==> src/rtl/jelly_bean_pkg.sv <==
// Shared encodings and constants for the jelly bean taster.
// Field widths here match the bus encodings exactly.
package jelly_bean_pkg;

    localparam int NUM_FLAVORS   = 4;
    localparam int TASTE_LATENCY = 2;

    typedef enum logic [2:0] {
        NO_FLAVOR  = 3'd0,
        APPLE      = 3'd1,
        BLUEBERRY  = 3'd2,
        BUBBLE_GUM = 3'd3,
        CHOCOLATE  = 3'd4
    } flavor_e;

    typedef enum logic [1:0] {
        RED   = 2'd0,
        GREEN = 2'd1,
        BLUE  = 2'd2
    } color_e;

    typedef enum logic [1:0] {
        NO_TASTE = 2'd0,
        YUMMY    = 2'd1,
        YUCKY    = 2'd2
    } taste_e;

    // Flavor codes 5..7 are illegal and never count as a bean.
    function automatic logic is_present(input logic [2:0] f);
        return (f >= 3'd1) && (f <= 3'd4);
    endfunction

endpackage

==> src/rtl/jelly_bean_stat_counter.sv <==
// Saturating statistics counter; clear takes priority over increment.
module jelly_bean_stat_counter
    import jelly_bean_pkg::*;
#(
    parameter int CNT_W = 8
) (
    input  logic             clk,
    input  logic             reset,
    input  logic             clear,
    input  logic             inc,
    output logic [CNT_W-1:0] count
);

    always_ff @(posedge clk) begin
        if (reset || clear)
            count <= '0;
        else if (inc && (count != '1))
            count <= count + 1'b1;
    end

endmodule

==> src/rtl/jelly_bean_taster_core.sv <==
// Two-stage jelly bean judge with sour fatigue and per-flavor statistics.
// Stage 1 samples the bus; stage 2 evaluates, tracks fatigue and bumps counters.
module jelly_bean_taster_core
    import jelly_bean_pkg::*;
#(
    parameter int SOUR_LIMIT  = 3,
    parameter int NUMB_CYCLES = 4,
    parameter int CNT_W       = 8
) (
    input  logic             clk,
    input  logic             reset,
    input  logic [2:0]       flavor,
    input  logic [1:0]       color,
    input  logic             sugar_free,
    input  logic             sour,
    output logic [1:0]       taste,
    output logic             numb,
    input  logic [2:0]       stat_sel,
    output logic [CNT_W-1:0] stat_yummy,
    output logic [CNT_W-1:0] stat_yucky,
    output logic [CNT_W-1:0] stat_illegal,
    input  logic             stat_clear
);

    logic [2:0] s1_flavor;
    color_e     s1_color;
    logic       s1_sugar_free;
    logic       s1_sour;
    logic       s1_unused;

    taste_e     taste_q, taste_n;
    logic [3:0] sour_run, sour_run_n;
    logic [3:0] numb_cnt;
    logic       present, illegal, numb_load;

    logic [NUM_FLAVORS-1:0]            inc_yummy, inc_yucky;
    logic [NUM_FLAVORS-1:0][CNT_W-1:0] yummy_cnt, yucky_cnt;
    logic [1:0]                        sel_idx;

    // Color and sugar_free ride along in stage 1 but never influence taste.
    assign s1_unused = ^{s1_color, s1_sugar_free};

    always_comb begin
        present    = is_present(s1_flavor);
        illegal    = s1_flavor > 3'd4;
        taste_n    = NO_TASTE;
        sour_run_n = sour_run;
        numb_load  = 1'b0;
        if (present) begin
            if (numb_cnt != 4'd0)
                taste_n = YUCKY;
            else if ((s1_flavor == 3'(CHOCOLATE)) && s1_sour)
                taste_n = YUCKY;
            else
                taste_n = YUMMY;

            if (numb_cnt != 4'd0)
                sour_run_n = 4'd0;
            else if (s1_sour) begin
                if (sour_run + 4'd1 == 4'(SOUR_LIMIT)) begin
                    numb_load  = 1'b1;
                    sour_run_n = 4'd0;
                end else begin
                    sour_run_n = sour_run + 4'd1;
                end
            end else begin
                sour_run_n = 4'd0;
            end
        end
    end

    always_ff @(posedge clk) begin
        if (reset) begin
            s1_flavor     <= 3'(NO_FLAVOR);
            s1_color      <= RED;
            s1_sugar_free <= 1'b0;
            s1_sour       <= 1'b0;
            taste_q       <= NO_TASTE;
            sour_run      <= 4'd0;
            numb_cnt      <= 4'd0;
        end else begin
            s1_flavor     <= flavor;
            s1_color      <= color_e'(color);
            s1_sugar_free <= sugar_free;
            s1_sour       <= sour;
            taste_q       <= taste_n;
            sour_run      <= sour_run_n;
            // The load edge wins over the per-edge countdown.
            if (numb_load)
                numb_cnt <= 4'(NUMB_CYCLES);
            else if (numb_cnt != 4'd0)
                numb_cnt <= numb_cnt - 4'd1;
        end
    end

    assign taste = taste_q;
    assign numb  = (numb_cnt != 4'd0);

    for (genvar f = 0; f < NUM_FLAVORS; f++) begin : g_flavor
        assign inc_yummy[f] = present && (s1_flavor == 3'(f + 1)) && (taste_n == YUMMY);
        assign inc_yucky[f] = present && (s1_flavor == 3'(f + 1)) && (taste_n == YUCKY);

        jelly_bean_stat_counter #(.CNT_W(CNT_W)) u_yummy (
            .clk   (clk),
            .reset (reset),
            .clear (stat_clear),
            .inc   (inc_yummy[f]),
            .count (yummy_cnt[f])
        );

        jelly_bean_stat_counter #(.CNT_W(CNT_W)) u_yucky (
            .clk   (clk),
            .reset (reset),
            .clear (stat_clear),
            .inc   (inc_yucky[f]),
            .count (yucky_cnt[f])
        );
    end

    jelly_bean_stat_counter #(.CNT_W(CNT_W)) u_illegal (
        .clk   (clk),
        .reset (reset),
        .clear (stat_clear),
        .inc   (illegal),
        .count (stat_illegal)
    );

    assign sel_idx = 2'(stat_sel - 3'd1);

    always_comb begin
        stat_yummy = '0;
        stat_yucky = '0;
        if (is_present(stat_sel)) begin
            stat_yummy = yummy_cnt[sel_idx];
            stat_yucky = yucky_cnt[sel_idx];
        end
    end

endmodule

==> config.mk <==
export PLATFORM = sky130hd
export DESIGN_NAME = jelly_bean_taster_core
export DESIGN_NICKNAME = d
export VERILOG_FILES = /design/src/rtl/jelly_bean_pkg.sv /design/src/rtl/jelly_bean_stat_counter.sv /design/src/rtl/jelly_bean_taster_core.sv
export SDC_FILE = /design/constraint.sdc
export NUM_CORES = 1
export LEC_CHECK = 0
export BUFFER_PORTS_ARGS = -buffer_cell sky130_fd_sc_hd__clkbuf_2
export CORE_ASPECT_RATIO = 0.9
export CORE_MARGIN = 3
export CORE_UTILIZATION = 60
export CTS_CLUSTER_DIAMETER = 80
export DETAILED_ROUTE_END_ITERATION = 12
export PLACE_DENSITY = 0.8
export RECOVER_POWER = 100
export SLEW_MARGIN = 20
export SYNTH_ARGS = -nofsm -noshare
export SYNTH_HDL_FRONTEND = slang
export SYNTH_SLANG_ARGS = --single-unit
==> constraint.sdc <==
create_clock -name clk -period 3.1 [get_ports clk]
set_clock_uncertainty 0.15 [all_clocks]
set_input_delay 0.155 -clock clk [delete_from_list [all_inputs] [get_ports clk]]
set_output_delay 0.155 -clock clk [all_outputs]
set_load 0.01 [all_outputs]
* Word level (Yosys, flattened, before mapping)
Index checks and enable logic that the tools add are counted.
** Operators by class
- $add $sub $neg :: 12
- Order comparisons :: 6
- Eq/ne operators :: 16
- Multiplexer cells :: 18
- Reduce and logical (&&, ||, !) cells :: 28
** Operators by type and width (number)
- adder 8 x 1 -> 8 bit (second input constant) :: 9
- != test 8 bit (second input constant) :: 9
- binary-select mux 8 bit (select 2 bit) :: 2
- two-way mux 8 bit :: 4
- logical AND 1 bit :: 24
- two-way mux 4 bit :: 3
- == test 3 x 2 -> 1 bit (second input constant) :: 2
- greater-or-equal comparator 3 x 1 -> 1 bit (second input constant) :: 2
- less-or-equal comparator 3 bit (second input constant) :: 2
- two-way mux 2 bit :: 3
- two-way mux 3 bit :: 2
- adder 4 x 1 -> 4 bit (second input constant) :: 1
- == test 4 x 2 -> 1 bit (second input constant) :: 1
- two-way mux 1 bit :: 4
- nonzero test 4 bit :: 1
- subtractor 4 x 1 -> 4 bit (second input constant) :: 1
- == test 3 x 1 -> 1 bit (second input constant) :: 1
- == test 3 bit (second input constant) :: 1
- > comparator 3 bit (second input constant) :: 1
- less-than comparator 2 x 3 -> 1 bit (second input constant) :: 1
- == test 2 x 1 -> 1 bit (second input constant) :: 1
- == test 2 bit (second input constant) :: 1
- nonzero test 2 bit :: 1
- OR reduction 2 bit :: 1
- 2 further kinds :: 2
** Word-level totals
- Register bits after elaboration :: 86
- Input port bits :: 13
- Word-level logic and storage cells :: 95

* Longest topological paths before layout
- Depth after elaboration :: 8
- Mapped depth :: 8
- Depth with buffers taken out :: 7

* Cells and area by module
Synthesis repeated with hierarchy kept, for this count alone.
** Unflattened totals
- Cells, all modules :: 569
- Area total of the unflattened synthesis :: 5094.9 µm²
** By module, submodules not included
- jelly_bean_stat_counter :: times used 9, cells an instance 48, area an instance 421.7 µm², sequential area each 160.2 µm²
- jelly_bean_taster_core :: times used 1, cells an instance 137, area an instance 1300.0 µm², sequential area each 280.3 µm²

* Least setup slack after synthesis
Ideal clock, no wire load.
- Path type :: in2out
- Start :: in stat_sel[0]
- End :: out stat_yummy[3]
- Data arrival time :: 2.417 ns
- Required time :: 2.795 ns
- Path slack :: 0.378 ns
- Cell stages on the path :: 8
- Buffers on the path :: 4
- Cell sequence :: clkbuf_1 buf_2 inv_1 ha_1 clkbuf_1 buf_1 mux4_2 nor2b_1
** On the way
- Longest elaborated chain between the ends :: 4
** RTL lines
- start: declaration :: line jelly_bean_taster_core.sv:18 : input logic [2:0] stat_sel,
- subtractor 2 x 1 -> 2 bit :: line jelly_bean_taster_core.sv:128 : assign sel_idx = 2'(stat_sel - 3'd1);
- binary-select mux 8 bit (select 2 bit) :: line jelly_bean_taster_core.sv:134 : stat_yummy = yummy_cnt[sel_idx];
- two-way mux 8 bit (not written as such) :: line jelly_bean_taster_core.sv:134
- two-way mux 8 bit * :: line jelly_bean_taster_core.sv:133 : if (is_present(stat_sel)) begin
- end: declaration :: line jelly_bean_taster_core.sv:19 : output logic [CNT_W-1:0] stat_yummy,
Mark *: on every way between the ends. The rest lies on a longest branch, timed or not. The select of a mux whose other input is x is not followed.

* Final worst setup path
- Start :: in stat_clear
- End :: reg g_flavor[1].u_yummy.count[3]
** On the way
- Longest elaborated chain between the ends :: 1
** RTL lines
- start: declaration :: line jelly_bean_taster_core.sv:22 : input logic stat_clear
- logical OR 1 bit :: line jelly_bean_stat_counter.sv:15 : if (reset || clear)
- end signal: assignment :: line jelly_bean_stat_counter.sv:18 : count <= count + 1'b1;
- end: declaration :: line jelly_bean_stat_counter.sv:11 : output logic [CNT_W-1:0] count
Every way passes these cells.
A chain may end at the register's enable or synchronous reset.

==> reports/summary.md <==
The run gives 5 as the hold buffer count at CTS. The run gives 0.411 mV as the maximum VDD drop. Detailed placement finished with a half-perimeter wire length of 7530 um. Global routing finished with a remaining overflow of 0. The total buffers and inverters traversed by the critical path is 3.

The portion of synthesized area spent on multiplexers is 10.0%. Summing the areas of all xor and xnor instances in the mapped netlist gives 4.00% of the synthesized area. By area the synthesized netlist is led by sky130_fd_sc_hd__dfxtp_1 (37%), sky130_fd_sc_hd__mux4_2 (7.8%), sky130_fd_sc_hd__a21oi_1 (4.0%).

Share of post-route cells with drive strength above 1: 9.01%. Across every metal layer, demand over resource in global routing totals 25.6%. The checks that failed: max-capacitance violations, max-slew violations. The worst setup path is of the input port to flop kind. Wires add up to 10700 um. The number of gates given a new drive strength after cts was 0; the final max-slew violation count was 52. The root buffer cell was sky130_fd_sc_hd__clkbuf_8.

The first detailed-routing pass took 6 iterations. Buffers inserted during clock tree synthesis total 9. Once the floorplan was initialized, standard cells occupied 63.3% of the core. The run gives 68.9% as the fraction of the core area covered by cells at the end of the flow.

The die width is 98.2 um. The repair_antennas step left the layout with diodes totalling 0. TritonCTS built the clock tree. For the required time of the critical path, the log shows 3.20 ns.

In this run, placement finished with an instance count of 616. By count the netlist is led by sky130_fd_sc_hd__dfxtp_1 (86), sky130_fd_sc_hd__nor2_1 (43), sky130_fd_sc_hd__a21oi_1 (37). The total I/O pin count is 40. For this block, the initial DRC count from the detailed router was 216. The post-synthesis to final-layout area growth works out to 8.88%.

In the finished design, the share of the clock period the worst path needs comes to 83.6%. The capture endpoint of the worst hold path was taste[1]$_SDFF_PP0_. The summed instance area of the synthesized netlist is 4590 um2, and the number of buffers between clock root and the deepest sink is 2. The leakage power summed over all cells is 0.00168 uW. The leading area contributor after synthesis was sky130_fd_sc_hd__dfxtp_1. For the final routed database, the setup TNS stands at 0 ns. Worst slack at placement: 0.688 ns. The area of the die is 8740 um2, and the highest achievable clock rate is 386 MHz.

In the synthesized netlist, the number of instances is 502. The depth of the most critical reg-to-reg path is 7, and the reg-to-reg setup timing slack is 0.58 ns. The run gives 0 as the setup fix buffers added after clock tree synthesis. The top flip-flop cell by instance count after synthesis was sky130_fd_sc_hd__dfxtp_1. The final hold violation count came out at 0. The tools report the end of the worst register-to-register path as g_flavor[0].u_yucky.count[5]$_SDFFE_PP0P_. Counting flops with a built-in enable in the synthesized netlist gives 0.

In this run the number of H-tree levels came out at 3. After detailed routing, the number of remaining DRC violations is 0. In the routed layout, each cell is associated on average with a via count of 6.38.

The clock-pin slew reported for the worst setup and hold paths after clock tree synthesis came out at 0.09 ns. For the worst setup path, the data arrival time is 2.69 ns. Setup repair after global routing left no endpoint under its margin. After Yosys synthesis, and, or, nand and nor cells account for 24.4% of the synthesized area. The run gives 29 as the standard-cell row count. From bottom edge to top edge, the die measures 89.0 um. Hold is met by 0.0391 ns.

The most common cell in the synthesized netlist is sky130_fd_sc_hd__dfxtp_1. Setup violations remaining at the end of the flow were counted as 0. The final layout contains 566 nets. The minimum setup slack in the final design was 0.510 ns; the power density over the cells was 465 nW/um2. The launch point of the worst hold path is reset. The initial antenna violation count is 0, and the TritonCTS sink count is 86. Buffers placed on the I/O ports in this run total 36.

Max capacitance violation total: 1. The tools report the pin count of the biggest net entering global routing as 52. The first global-routing pass estimated 18200 um of wire.

The final weighted congestion in routability-driven placement is 0.870, and the remaining max-slew budget at the tightest pin is -21.1%. The count of nets left with antenna violations once routing finished came out at 0. Of the synthesized area, sequential elements account for 37.5%. The critical path's top delay family was simple AND/OR/NAND/NOR gates. The run gives 3846 as the number of global-route vias before repair. Number of vias after detailed routing: 4066. The synthesized area per cell was 9.15 um2; the number of standard cells in the final layout excluding fillers was 637. The mean routed wirelength per cell is 16.8 um, and the slew of the pin with the lowest slew margin is 1.82 ns. The type of element capturing the critical path is a flop.

The insertion delay of the later-clocked pin in the worst-skew pair came out at 0.36 ns. In this run the standard cell core region covers 7260 um2. The area share of the largest cell type after synthesis was 37.5%; the compound-gate portion of the synthesized area was 17.3%. Synthesis produced a netlist with a net count of 529. The Yosys step of the flow raised 0 warnings. Combinational family with the most area after synthesis: simple AND/OR/NAND/NOR gates.

The tightest min-delay check is of the input port to flop type. Startpoint of the lowest-slack register-to-register path: numb_cnt[0]$_SDFFE_PP0N_. The largest single stage delay on the critical path is 1.35 ns. The worst setup path is launched from an input port. After synthesis, the share of flip-flops with an asynchronous set or reset is 0%. Counting flops and latches in the post-synthesis netlist gives 86.

The worst path in the final design needs a cycle of 2.59 ns, including I/O delays and setup. The run finished, with violations left. The synthesized netlist devotes 3.81% of its cell area to adder and majority cells.

The number of different library cells used by synthesis comes to 54. The worst hold path passes through 2 cells. The critical path goes through dlygate4sd3_1 > clkbuf_1 > or2_1 > buf_4 > a211oi_1. The slowest stage of the critical path is the sky130_fd_sc_hd__or2_1 cell.

The maximum fanout encountered on the critical timing path is 51.
-- flip-flops by register name (all words and copies together) (netlist names) --
signal / count
g_flavor.u_yucky.count: 32
g_flavor.u_yummy.count: 32
u_illegal.count: 8
numb_cnt: 4
sour_run: 4
s1_flavor: 3
taste: 2
s1_sour: 1
-- area by class of cell --
class                           instances  area, um2
Clock buffer                           13        149
Inverter                               13       48.8
Sequential cell                        86       1720
Clock inverter                          3       20.0
Tap cell                               93        116
Timing Repair Buffer                   46        229
Multi-Input combinational cell        383       2720
Fill cell                             594       2250
-- cells in the final DEF (no fill, tap or decap), types with 2 or more instances in the layout --
| master | synthesis | layout |
|---|---|---|
| sky130_fd_sc_hd__or4b_1 | 2 | 2 |
| sky130_fd_sc_hd__clkbuf_2 | 0 | 8 |
| sky130_fd_sc_hd__nor2_1 | 43 | 43 |
| sky130_fd_sc_hd__clkinvlp_4 | 0 | 2 |
| sky130_fd_sc_hd__o21ai_0 | 22 | 23 |
| sky130_fd_sc_hd__clkbuf_8 | 0 | 10 |
| sky130_fd_sc_hd__o211ai_1 | 12 | 13 |
| sky130_fd_sc_hd__o32ai_1 | 2 | 2 |
| sky130_fd_sc_hd__or3_1 | 23 | 23 |
| sky130_fd_sc_hd__and4_1 | 2 | 2 |
| sky130_fd_sc_hd__a21oi_1 | 37 | 37 |
| sky130_fd_sc_hd__dfxtp_1 | 86 | 86 |
| sky130_fd_sc_hd__mux4_2 | 16 | 16 |
| sky130_fd_sc_hd__o31ai_1 | 10 | 10 |
| sky130_fd_sc_hd__nor3b_2 | 3 | 2 |
| sky130_fd_sc_hd__clkbuf_1 | 12 | 32 |
| sky130_fd_sc_hd__nand3_1 | 32 | 32 |
| sky130_fd_sc_hd__o211a_1 | 2 | 2 |
| sky130_fd_sc_hd__nor3_1 | 9 | 9 |
| sky130_fd_sc_hd__mux2i_1 | 9 | 9 |
| sky130_fd_sc_hd__dlygate4sd3_1 | 0 | 5 |
| sky130_fd_sc_hd__nor2b_1 | 22 | 22 |
| sky130_fd_sc_hd__inv_1 | 12 | 12 |
| sky130_fd_sc_hd__o2111ai_1 | 9 | 9 |
| sky130_fd_sc_hd__o311ai_1 | 2 | 2 |
| sky130_fd_sc_hd__a31oi_1 | 2 | 2 |
| sky130_fd_sc_hd__o41ai_1 | 6 | 6 |
| sky130_fd_sc_hd__and3_1 | 7 | 7 |
| sky130_fd_sc_hd__a211oi_1 | 5 | 5 |
| sky130_fd_sc_hd__nand4_1 | 12 | 12 |
| sky130_fd_sc_hd__nand2_1 | 27 | 27 |
| sky130_fd_sc_hd__xor2_1 | 20 | 20 |
| sky130_fd_sc_hd__buf_4 | 2 | 4 |
| sky130_fd_sc_hd__ha_1 | 14 | 14 |
| sky130_fd_sc_hd__nor3b_1 | 1 | 2 |
| sky130_fd_sc_hd__or4_1 | 12 | 12 |
-- layer usage --
layer | vias up | part of all wire [%] | track usage, %
li1 | 1990 | - | -
met1 | 1935 | 44 | 31.5
met2 | 110 | 48 | 43.7
met3 | 31 | 5.6 | 6.01
met4 | 0 | 2.5 | 10.9
met5 | - | 0 | 0
-- cells by family (layout without fill, tap and decap cells) --
logic type / Yosys count / after routing
AO/OA/AOI/OAI: 119 / 119
XOR/XNOR: 21 / 21
adder cells (fa/ha/maj): 14 / 14
buffers and inverters: 33 / 75
flip-flops: 86 / 86
multiplexers: 26 / 26
AND/OR/NAND/NOR: 203 / 203
-- worst max path at each step --
stage	start	endpoint	depth (start not counted)
global route	stat_clear	g_flavor[1].u_yucky.count[0]$_SDFFE_PP0P_	5
detailed placement	numb_cnt[0]$_SDFFE_PP0N_	g_flavor[0].u_yucky.count[7]$_SDFFE_PP0P_	7
CTS	numb_cnt[0]$_SDFFE_PP0N_	g_flavor[0].u_yucky.count[5]$_SDFFE_PP0P_	7
floorplan	stat_sel[0]	stat_yummy[3]	8
finish	stat_clear	g_flavor[1].u_yummy.count[3]$_SDFFE_PP0P_	5
global placement	numb_cnt[0]$_SDFFE_PP0N_	g_flavor[0].u_yucky.count[7]$_SDFFE_PP0P_	7
-- report_power, final --
part / leakage, uW / switching, uW / internal (uW)
combinational: 0.000909 / 284 / 148
clock: 0.0000796 / 408 / 313
sequential: 0.000695 / 34.6 / 1140
total: 0.00168 / 727 / 1600
-- stage by stage --
stage / power, uW / instance area (um2)
after CTS: 2340 / 5060
after detailed placement: 1630 / 4840
final: 2330 / 5000
after global routing: 2430 / 5000
after global placement: 1610 / 4840
after floorplan: 1520 / 4590
Power figures use the tool's default switching activity.
